### config.mk
export PLATFORM = sky130hd
export DESIGN_NAME = tdm_msb_transmitter
export DESIGN_NICKNAME = d
export VERILOG_FILES = /design/src/rtl/tdm_msb_transmitter.sv
export SDC_FILE = /design/constraint.sdc
export NUM_CORES = 1
export LEC_CHECK = 0
export ABC_AREA = 1
export CAP_MARGIN = 0
export CELL_PAD_IN_SITES_DETAIL_PLACEMENT = 1
export CELL_PAD_IN_SITES_GLOBAL_PLACEMENT = 1
export CORE_UTILIZATION = 51
export CTS_BUF_LIST = sky130_fd_sc_hd__clkbuf_4
export DETAILED_ROUTE_END_ITERATION = 12
export DONT_BUFFER_PORTS = 1
export PLACE_DENSITY_LB_ADDON = 0.1
export SLEW_MARGIN = 5
export SYNTH_ARGS = -nofsm -noshare
export SYNTH_HDL_FRONTEND = slang
export SYNTH_SLANG_ARGS = --single-unit
export TNS_END_PERCENT = 1
### constraint.sdc
create_clock -name clk_i -period 3.77 [get_ports clk_i]
set_clock_uncertainty 0.05 [all_clocks]
set_input_delay 0.9425 -clock clk_i [delete_from_list [all_inputs] [get_ports clk_i]]
set_output_delay 0.9425 -clock clk_i [all_outputs]
set_load 0.02 [all_outputs]
### src/rtl/tdm_msb_transmitter.sv
// tdm_msb_transmitter
//   Multi-slot MSB-first serial transmitter. It streams frames out of a
//   1-bit-wide circular frame buffer and generates bclk/fsync/data for a
//   downstream receiver. At (re)sync the read pointer is placed FRAME_LAG
//   frames behind the writer's newest complete frame. If the next frame has
//   not been written yet, the transmitter mutes that frame and pulses
//   underrun_o instead of replaying stale data.
//
// Ports
//   clk_i                  system clock
//   rst_ni                 asynchronous active-low reset
//   ram_data_i             buffer read data, one cycle after ram_read_addr_o
//   resync_req_i           level request to realign with the writer
//   last_good_frame_idx_i  newest complete frame in the buffer
//   ram_read_addr_o        {frame_ptr, bit index}
//   running_o              high while streaming
//   bclk_o                 bit clock; idles low
//   fsync_o                frame sync, 50% duty
//   data_o                 serial data, changes on bclk falling edge
//   underrun_o             one-cycle pulse per muted frame
module tdm_msb_transmitter #(
  parameter int CIRC_BUF_BITS = 3,
  parameter int SLOTS         = 8,
  parameter int SLOT_BITS     = 32,
  parameter int BCLK_HALF     = 1,
  parameter int MODE          = 0,
  parameter int FRAME_LAG     = 1,
  localparam int FRAME_BITS   = SLOTS * SLOT_BITS,
  localparam int BW           = $clog2(FRAME_BITS),
  localparam int AW           = CIRC_BUF_BITS + BW
) (
  input  logic                     clk_i,
  input  logic                     rst_ni,
  input  logic                     ram_data_i,
  input  logic                     resync_req_i,
  input  logic [CIRC_BUF_BITS-1:0] last_good_frame_idx_i,
  output logic [AW-1:0]            ram_read_addr_o,
  output logic                     running_o,
  output logic                     bclk_o,
  output logic                     fsync_o,
  output logic                     data_o,
  output logic                     underrun_o
);

  localparam int CW = $clog2(2 * BCLK_HALF);
  localparam logic [CW-1:0] CNT_RISE = CW'(BCLK_HALF - 1);
  localparam logic [CW-1:0] CNT_LAST = CW'(2 * BCLK_HALF - 1);
  localparam logic [BW-1:0] BIT_LAST = '1;

  typedef enum logic [1:0] {
    IDLE,
    PRIME,
    RUN
  } state_e;

  state_e                   state_q, state_d;
  logic [CIRC_BUF_BITS-1:0] frame_ptr_q, frame_ptr_d;
  logic [BW-1:0]            bit_q, bit_d;
  logic [CW-1:0]            cnt_q, cnt_d;
  logic                     mute_q, mute_d;
  logic                     bclk_q, bclk_d;
  logic                     fsync_q, fsync_d;
  logic                     data_q, data_d;
  logic                     running_q, running_d;
  logic                     underrun_q, underrun_d;

  logic                     bit_strobe;
  logic [CIRC_BUF_BITS-1:0] resync_ptr;
  logic [BW-1:0]            fs_idx;

  assign resync_ptr = last_good_frame_idx_i - CIRC_BUF_BITS'(FRAME_LAG);

  // In I2S mode fsync leads the data by one bit: the level for bit b is the
  // left-justified level of bit b+1 (wrapping at the frame end).
  assign fs_idx = (MODE == 1) ? bit_q + 1'b1 : bit_q;

  always_comb begin
    state_d     = state_q;
    frame_ptr_d = frame_ptr_q;
    bit_d       = bit_q;
    cnt_d       = cnt_q;
    mute_d      = mute_q;
    bclk_d      = bclk_q;
    fsync_d     = fsync_q;
    data_d      = data_q;
    running_d   = running_q;
    underrun_d  = 1'b0;
    bit_strobe  = 1'b0;

    unique case (state_q)
      IDLE: begin
        if (resync_req_i) begin
          state_d     = PRIME;
          frame_ptr_d = resync_ptr;
          bit_d       = '0;
          cnt_d       = '0;
          mute_d      = 1'b0;
        end
      end
      PRIME: begin
        // Hold address of bit 0 for one full bit period so the first load
        // sees settled RAM data, exactly like every later bit.
        if (cnt_q == CNT_LAST) begin
          state_d    = RUN;
          running_d  = 1'b1;
          cnt_d      = '0;
          bit_strobe = 1'b1;
        end else begin
          cnt_d = cnt_q + 1'b1;
        end
      end
      RUN: begin
        if (cnt_q == CNT_RISE) begin
          bclk_d = 1'b1;
        end
        if (cnt_q == CNT_LAST) begin
          cnt_d      = '0;
          bclk_d     = 1'b0;
          bit_strobe = 1'b1;
        end else begin
          cnt_d = cnt_q + 1'b1;
        end
      end
      default: state_d = IDLE;
    endcase

    // Bit start (bclk falling edge): emit the bit at the current address and
    // move the address on; the wrap to bit 0 is the frame boundary.
    if (bit_strobe) begin
      data_d  = ram_data_i & ~mute_q;
      fsync_d = ~fs_idx[BW-1];
      bit_d   = bit_q + 1'b1;
      if (bit_q == BIT_LAST) begin
        if (resync_req_i) begin
          frame_ptr_d = resync_ptr;
          mute_d      = 1'b0;
        end else if (frame_ptr_q == last_good_frame_idx_i) begin
          mute_d     = 1'b1;
          underrun_d = 1'b1;
        end else begin
          frame_ptr_d = frame_ptr_q + 1'b1;
          mute_d      = 1'b0;
        end
      end
    end
  end

  always_ff @(posedge clk_i or negedge rst_ni) begin
    if (!rst_ni) begin
      state_q     <= IDLE;
      frame_ptr_q <= '0;
      bit_q       <= '0;
      cnt_q       <= '0;
      mute_q      <= 1'b0;
      bclk_q      <= 1'b0;
      fsync_q     <= 1'b0;
      data_q      <= 1'b0;
      running_q   <= 1'b0;
      underrun_q  <= 1'b0;
    end else begin
      state_q     <= state_d;
      frame_ptr_q <= frame_ptr_d;
      bit_q       <= bit_d;
      cnt_q       <= cnt_d;
      mute_q      <= mute_d;
      bclk_q      <= bclk_d;
      fsync_q     <= fsync_d;
      data_q      <= data_d;
      running_q   <= running_d;
      underrun_q  <= underrun_d;
    end
  end

  assign ram_read_addr_o = {frame_ptr_q, bit_q};
  assign running_o       = running_q;
  assign bclk_o          = bclk_q;
  assign fsync_o         = fsync_q;
  assign data_o          = data_q;
  assign underrun_o      = underrun_q;

endmodule

==> results by group, run 1 <==
Worst setup path
  • Crit path DAT: around 0.9 ns
  • Critical Path Start Type: flip-flop
  • Reg-to-reg slack, setup: 1.93 ns
  • Required @ worst endpoint: 2.78 ns
  • Reg2reg start: state_q[0]
  • Worst R2R End: frame_ptr_q[0]
  • R2R depth: 7
  • Critical path class: reg2out
  • Critical Path End Type: primary output
  • Worst Path Max Fanout: 6

Timing
  • Slew Limit Fails: 0
  • Worst slew margin: 0.7365
  • Max frequency: 531.5 MHz
  • Final setup TNS: 0 ns
  • Final Critical Period: 1.881 ns
  • Final Hold Fails: 0
  • RSZ-0062 raised after global routing: no
  • Fin crit share: 0.4990
  • Tightest Pin Transition: slightly below 0.4 ns
  • Setup-failing EPs final: 0
  • Hold Slack: between 0.2 and 0.3 ns

Clock tree
  • Cts repair resizes: 0
  • Clk slew on worst S/H paths: 0.11 ns
  • Sink Count: 20
  • Clock buffer depth: 2
  • Total CTS buffers: 3
  • CTS Hold Bufs: 0
  • CTS Root Cell: clkbuf_4
  • H-tree depth: 1
  • CTS tree: done
  • Post-CTS setup buffers: 0
  • Clock Latency Late Sink: 0.30 ns

Synth
  • Most common cell in the netlist: nand2_1
  • Syn. warnings: 0
  • Top cell type's share of synthesized area: 0.4028
  • Synth cell count leaders: nand2_1 (43), dfrtp_1 (20), inv_1 (20)
  • Avg Cell Area, Syn: roughly 8 sq um
  • Cells after Synth: 157
  • Top cells by area, synth: dfrtp_1 (40%), nand2_1 (13%), ha_1 (8.1%)
  • Synth unique cells: 25
  • EDFF count, synth: 0
  • Dominant synthesized flop cell: dfrtp_1
  • Fraction of registers with async set/reset: 1.000
  • Synth Register Bits: 20
  • Cell taking the most area after synthesis: dfrtp_1
  • Sequential fraction of the synthesis area: 0.4028
  • Mapped Nets: around 170
  • Synth Cell Area: 1242 sq um

GRT
  • First-pass GRT wire length: 4429 um
  • GRT overflow: 0
  • Pin count of the biggest net entering global routing: 21
  • GRT Resource Usage Total: 0.2290
  • Vias in the first global route: roughly 1100
  • Initial antenna violation count: 0

Drt
  • Avg Vias per Cell: 5.610
  • Routed Antenna Nets: 0
  • Routed WL: around 2700 um
  • Wire length per cell: roughly 14 um
  • DRT iter0 DRCs: 14
  • Vias: 1049
  • Initial DRT Pass Iterations: 4
  • DRC Markers: 0

Place
  • Dpl cells: between 150 and 200
  • HPWL Detailed: between 2000 and 2500 um
  • Input/output buffers: 0
  • Final RePlAce weighted congestion: 0.7424

Cells and area
  • Layout Nets: 176
  • N_diodes: 0
  • Area delta synth->final: 3.726%
  • Layout cell share with drive strength beyond 1: 0.09434
  • Non-filler cells, final: 187
  • FILL cells: ~290

Flow run
  • Max_cap viols: 0

Power and ir drop
  • Pwr Total: 926.4 uW
  • Maximum vdd drop: 0.4201 mV
  • Leak: 0.6874 nW
  • Power per Cell Area: slightly above 700 nW/um^2

Floorplan
  • Die Ht: a little over 50 um
  • Cell Rows: 17
  • Die X: 51.36 um
  • Die area: 2637 sq um
  • Starting utilization of the core area: 0.5511
  • Ports: 23
  • Core Box Area: 2255 sq um

Worst hold path
  • Hold/Removal Path Class: in2async

Outcome
  • Status: finished, final reports clean
[how the worst max path moves through the flow]
stage | from | depth (start not counted) | endpoint
5_1_grt | state_q[0] | 7 | frame_ptr_q[0]
3_5_place_dp | last_good_frame_idx_i[0] | 9 | frame_ptr_q[1]
6_report | frame_ptr_q[0] | 0 | ram_read_addr_o[8]
4_1_cts | frame_ptr_q[0] | 0 | ram_read_addr_o[8]
2_1_floorplan | last_good_frame_idx_i[0] | 9 | frame_ptr_q[1]
3_3_place_gp | last_good_frame_idx_i[0] | 9 | frame_ptr_q[1]
[where the power goes]
| part | leakage [nW] | internal, mW | switching, mW |
|---|---|---|---|
| logic | 0.420 | 0.155 | 0.254 |
| registers | 0.253 | 0.281 | 0.136 |
| clock network | 0.0138 | 0.0372 | 0.0627 |
| total | 0.687 | 0.473 | 0.453 |
[final cells by class]
| cell class | instances | area (sq um) | share of cell area |
|---|---|---|---|
| inverter | 22 | 82.58 | 0.06408 |
| clock buffer | 3 | 22.52 | 0.01748 |
| tap | 28 | 35.03 | 0.02718 |
| multi-input combinational | 114 | 648.1 | 0.5029 |
| sequential | 20 | 500.5 | 0.3883 |
[cells by family (layout without fill, tap and decap cells)]
logic type / after synthesis / count (layout) / share of synthesized area
flip-flops: 20 / 20 / 0.4028
adder cells (fa/ha/maj): 8 / 8 / 0.08057
XOR/XNOR: 4 / 4 / 0.02820
buffers and inverters: 23 / 25 / 0.07553
AND/OR/NAND/NOR: 82 / 82 / 0.3102
AO/OA/AOI/OAI: 19 / 19 / 0.09466
multiplexers: 1 / 1 / 0.008057
[layout by cell type, fill, tap and decap left out, types with 3 or more instances in the layout]
cell and count:
a21oi_1 8, clkbuf_4 3, dfrtp_1 20, ha_1 8, inv_1 20, nand2_1 43, nand3_1 17, nor2_1 12
o21ai_0 5, xnor2_1 3
[registers in the layout, indices dropped and copies added (netlist names)]
name,flops
cnt_q,1
state_q,2
frame_ptr_q,3
data_o,1
mute_q,1
underrun_o,1
bclk_o,1
running_o,1
fsync_o,1
bit_q,8
[metal layers]
metal	track usage	wire length [um]
met3	0.04464	94
met4	0.07207	30
met2	0.4474	1417
met1	0.2417	1161
met5	0	0
[stage by stage]
stage,cell area (sq um),util,setup slack (ns)
after floorplan,1242,-,1.934
after global placement,1266,0.5616,1.907
after detailed placement,1266,0.5616,1.843
after CTS,1289,0.5716,1.873
after global routing,1289,0.5716,1.804
final,1289,0.5716,1.889
Power figures use the tool's default switching activity.
==> run 2, diff against run 1 <==
- CORE_UTILIZATION: 51 -> 43
- clock period: 3.77 -> 1.6 ns (I/O delays scaled with it)
==> run 2 against run 1 <==
Effect of this change:
- via count grew 6.7%
- critical path depth grew 7
- cell area grew 11%
- utilization shrank 5.1 points
- worst setup slack lost 1.9 ns
==> results by group, run 2 (synthesis gave the netlist of run 1 again) <==
Power and ir drop
  • Clock power frac: 0.095
  • Leak: between 0.7 and 0.8 nW
  • Net Switching: 1.146 mW
  • Internal power: 1.294 mW
  • Comb pwr share: 0.533
  • Maximum vdd drop: ~0.98 mV
  • Pwr Total: between 2 and 2.5 mW
  • Sw Ratio: 0.4696
  • Seq pwr share: 0.372
  • Power per Cell Area: roughly 1700 nW/um^2

Cells and area
  • Largest regs: bit_q: 8 flops, frame_ptr_q: 3 flops, state_q: 2 flops
  • FILL cells: 349
  • Commonest cells after routing, fill and taps aside: nand2_1 (43), inv_1 (20), dfrtp_1 (20)
  • N_diodes: 0
  • Layout Nets: 191
  • Register Area: ~500 sq um
  • Non-filler cells, final: 205
  • Commonest non-fill, non-tap cell in the layout: nand2_1
  • Final core utilization: 0.5204
  • Area of the multi-input gates: 683.2 sq um
  • Largest Register: bit_q
  • Area delta synth->final: 15.51%
  • Finished Cell Area: 1435 sq um
  • Layout cell share with drive strength beyond 1: 0.1839
  • Max reg flops: 8

Clock tree
  • Clock buffer depth: 2
  • CTS Root Cell: clkbuf_4
  • CTS tree: done
  • Sink Count: 20
  • Clk slew on worst S/H paths: 0.10 ns
  • H-tree depth: 1
  • Total CTS buffers: 3
  • Clock Latency Late Sink: 0.29 ns

Drt
  • DRC Markers: 0
  • Avg Vias per Cell: roughly 5.5
  • Routed WL: between 3000 and 4000 um
  • Vias: 1119
  • Initial DRT Pass Iterations: 4
  • Routed Antenna Nets: 0
  • DRT iter0 DRCs: 33
  • Wire length per cell: 15.05 um

Worst setup path
  • Crit path DAT: about 1.7 ns
  • R2R depth: 7
  • Cell Chain, Critical Path: inv_1 -> ha_4 -> nand2_4 -> nor2_4 -> nand4_2 -> nor2_2 -> a21boi_2
  • Slowest CP cell: dfrtp_1
  • Critical Path End Type: flip-flop
  • Worst Path Max Fanout: 4
  • CP peak stage delay: 0.37 ns
  • Buf/Inv on CP: 1
  • Critical path depth: 7
  • Required @ worst endpoint: 1.74 ns
  • Critical Path Start Type: flip-flop
  • Critical path class: reg2reg
  • Critical path's top delay family: simple AND/OR/NAND/NOR gates

Timing
  • Hold Slack: 0.1876 ns
  • Setup-failing EPs final: 0
  • Slew Limit Fails: 0
  • Worst slew margin: 0.3822
  • Tightest Pin Transition: 0.9236 ns
  • Final Critical Period: 1.568 ns
  • Fin crit share: 0.9803
  • Max frequency: 637.6 MHz
  • Final Hold Fails: 0
  • RSZ-0062 raised after global routing: yes

Floorplan
  • Core Box Area: ~2800 sq um
  • Die area: 3109 sq um
  • Starting utilization of the core area: 0.4505
  • Die Ht: 55.76 um
  • Ports: 23
  • Die X: 55.76 um
  • Cell Rows: 19

GRT
  • Vias in the first global route: 1180
  • GRT overflow: 0
  • GRT Resource Usage Total: 0.2049
  • First-pass GRT wire length: 5030 um
  • Initial antenna violation count: 0
  • Pin count of the biggest net entering global routing: 21

Place
  • Placed cell areas: 1368 sq um
  • Dpl cells: 200
  • Final RePlAce weighted congestion: between 0.8 and 0.9
  • Input/output buffers: 0
  • HPWL Detailed: 2311 um

Worst hold path
  • Hold/Removal Path Class: in2reg
  • Hold path depth: 2

Flow run
  • Max_cap viols: 0

Outcome
  • Status: finished, final reports clean
==> run 2: cell count changes in the layout (fill, tap and decap cells not counted), sizes merged <==
cell	before	now
nand4	2	3
dlygate4sd3	0	1
buf	0	13
==> run 2: stage by stage <==
stage | setup TNS, ns | worst slack, ns
after floorplan | 0 | 0.02307
after global placement | 0 | 0.03943
after detailed placement | 0 | 0.002270
after CTS | -0.05348 | -0.02070
after global routing | -0.1494 | -0.05448
final | 0 | 0.03150
==> run 2: cell type report <==
type / count / share of cell area
clock buffers: 3 / 0.01569
inverters: 22 / 0.05754
multi-input cells: 115 / 0.4760
flip-flops and latches: 20 / 0.3487
well taps: 31 / 0.02703
repair buffers: 14 / 0.07498
==> run 2: path summary, 6_finish.rpt <==
check	start	end	slack (ns)
max	state_q[1]	frame_ptr_q[1]	0.03
min	ram_data_i	data_o	0.19
max reg2reg	state_q[1]	frame_ptr_q[1]	0.03
min reg2reg	mute_q	data_o	0.48
max in group asynchronous	rst_ni	frame_ptr_q[1]	0.31
min in group asynchronous	rst_ni	bit_q[2]	0.63
==> run 2: repair_timing <==
action | 4_1_cts | 5_1_grt
pin swaps | 0 | 2
endpoints found under the hold margin | 20 | 0
setup buffers | 0 | 0
gates cloned | 0 | 1
resized for setup | 0 | 5
endpoints found under the setup margin | 3 | 10
hold buffers | 1 | 0
==> run 2: per-layer routing <==
layer,share of wire,track usage,vias up
li1,-,-,539
met1,0.43,0.2377,555
met2,0.53,0.3787,21
met3,0.038,0.04419,4
met4,0.0087,0.05357,0
met5,0,0,-
==> run 2: power groups by stage <==
stage | Clock [mW] | Combinational (mW) | Sequential, mW
5_1_grt | 0.260 | 1.49 | 0.930
3_5_place_dp | 0 | 1.22 | 0.907
6_report | 0.232 | 1.30 | 0.907
3_3_place_gp | 0 | 1.14 | 0.902
2_1_floorplan | 0 | 0.804 | 0.948
4_1_cts | 0.242 | 1.23 | 0.898
==> run 3, diff against run 2 <==
- RECOVER_POWER: not set -> 25
==> run 3 against run 2 <==
Effect of this change:
- worst hold slack is essentially flat
- highest routed layer unchanged
- die area is the same
- global-route usage is the same
- routed wire length shrank 0.19%
- clock-buffer cell count is the same
- fmax grew 0.15%
- largest cell class unchanged
==> results by group, run 3 (synthesis gave the netlist of run 1 again) <==
Timing
  • Hold Slack: between 0.15 and 0.2 ns
  • Worst slew margin: 0.3876
  • Slew Limit Fails: 0
  • Final Critical Period: 1.566 ns
  • RSZ-0062 raised after global routing: yes
  • Max frequency: 638.5 MHz
  • Fin crit share: 0.9788
  • Setup-failing EPs final: 0
  • PnR worst setup slack: approximately 0.034 ns
  • Final setup TNS: 0 ns
  • Final Hold Fails: 0
  • Tightest Pin Transition: 0.9156 ns

Worst setup path
  • Required @ worst endpoint: 1.74 ns
  • Cell Chain, Critical Path: inv_1 -> ha_4 -> nand2_4 -> nor2_4 -> nand4_2 -> nor2_2 -> a21boi_2
  • Worst R2R End: frame_ptr_q[1]
  • Critical Path Start Type: flip-flop
  • Critical Path End Type: flip-flop
  • CP peak stage delay: 0.37 ns
  • Critical path class: reg2reg
  • Reg-to-reg slack, setup: around 0.034 ns
  • Critical path's top delay family: simple AND/OR/NAND/NOR gates
  • Reg2reg start: state_q[1]
  • Buf/Inv on CP: 1
  • Slowest CP cell: dfrtp_1
  • R2R depth: 7
  • Worst Path Max Fanout: 4
  • Crit path DAT: 1.71 ns

GRT
  • Pin count of the biggest net entering global routing: 21
  • GRT overflow: 0
  • Initial antenna violation count: 0
  • GRT Resource Usage Total: 0.2049
  • Vias in the first global route: 1180
  • First-pass GRT wire length: 5030 um

Floorplan
  • Starting utilization of the core area: 0.4505
  • Die Ht: roughly 56 um
  • Die area: around 3100 sq um
  • Ports: 23
  • Core Box Area: about 2800 sq um
  • Cell Rows: 19
  • Die X: 55.76 um

Outcome
  • Status: finished, final reports clean

Clock tree
  • Clock Latency Late Sink: 0.29 ns
  • CTS tree: done
  • Post-CTS setup buffers: 0
  • H-tree depth: 1
  • Sink Count: 20
  • Clk slew on worst S/H paths: about 0.10 ns
  • CTS Root Cell: clkbuf_4
  • Total CTS buffers: 3
  • Clock buffer depth: 2

Cells and area
  • Max reg flops: 8
  • FILL cells: 351
  • Register Area: 500.5 sq um
  • Largest regs: bit_q: 8 flops, frame_ptr_q: 3 flops, state_q: 2 flops
  • Layout cell share with drive strength beyond 1: 0.1782
  • Commonest non-fill, non-tap cell in the layout: nand2_1
  • Area delta synth->final: 15.21%
  • N_diodes: 0
  • Layout Nets: around 190
  • Finished Cell Area: 1431 sq um
  • Largest Register: bit_q
  • Area of the multi-input gates: 683.2 sq um
  • Commonest cells after routing, fill and taps aside: nand2_1 (43), inv_1 (20), dfrtp_1 (20)

Drt
  • Routed Antenna Nets: 0
  • Initial DRT Pass Iterations: 4
  • Wire length per cell: 15.02 um
  • Avg Vias per Cell: approximately 5.5
  • Vias: 1120
  • Routed WL: 3080 um
  • DRT iter0 DRCs: 32
  • DRC Markers: 0

Place
  • Input/output buffers: 0
  • Final RePlAce weighted congestion: 0.8180
  • DP Worst Slack: 0.002270 ns
  • HPWL Detailed: 2311 um
  • Placed cell areas: 1368 sq um

Power and ir drop
  • Pwr Total: roughly 2.4 mW
  • Power per Cell Area: 1700 nW/um^2
  • Leak: around 0.77 nW
  • Maximum vdd drop: between 0.9 and 1 mV

Worst hold path
  • Hold Path End: data_o
  • Worst Hold Launch: ram_data_i
  • Hold/Removal Path Class: in2reg
  • Hold path depth: 2

Flow run
  • Max_cap viols: 0
## run 3: worst register-to-register path, delay by kind of cell (launching register included)
| kind | cells | cell delay, ns |
|---|---|---|
| fa+ha+maj | 1 | 0.30 |
| flops | 1 | 0.37 |
| simple gates | 4 | 0.59 |
| buf+inv | 1 | 0.09 |
| compound gates | 1 | 0.07 |
## run 3: per-stage QoR
stage | instances | util
5_1_grt | 205 | 0.5191
3_3_place_gp | 200 | 0.4959
6_report | 205 | 0.5191
4_1_cts | 204 | 0.5077
2_1_floorplan | 157 | -
3_5_place_dp | 200 | 0.4959
## run 3: final cells by class
cell class | count | area share
Multi-Input combinational cell | 115 | 0.4773
Sequential cell | 20 | 0.3497
Timing Repair Buffer | 14 | 0.07255
Inverter | 22 | 0.05769
Tap cell | 31 | 0.02710
Clock buffer | 3 | 0.01573
## run 3: worst max-delay path by stage
stage                     cells past startpoint        endpoint  slack, ns  startpoint
after floorplan                              10        bit_q[6]       0.02  state_q[0]
after global placement                        7  frame_ptr_q[1]       0.04  state_q[1]
after detailed placement                      7  frame_ptr_q[1]      0.002  state_q[1]
after CTS                                     7  frame_ptr_q[0]      -0.02  state_q[1]
after global routing                          7  frame_ptr_q[1]      -0.05  state_q[1]
final                                         7  frame_ptr_q[1]       0.03  state_q[1]
## run 3: report_power, final
part | internal [mW] | leakage (nW) | switching, mW
registers | 0.663 | 0.253 | 0.244
logic | 0.537 | 0.501 | 0.757
clock network | 0.0877 | 0.0138 | 0.144
total | 1.29 | 0.768 | 1.15
## run 3: repair_timing
item,CTS,global route
hold buffers,1,0
gates resized for setup,0,5
endpoints found under the hold margin,20,0
setup endpoints to repair,3,10
pin swaps,0,2
gates cloned,0,1
## run 3: routing by layer
metal  routed length (um)  track usage  vias up  part of all wire
met3                  120      0.04419        6             0.039
met5                    0            0        -                 0
li1                     -            -      540                 -
met2                 1633       0.3787       23              0.53
met1                 1295       0.2377      551              0.42
met4                   31      0.05357        0             0.010
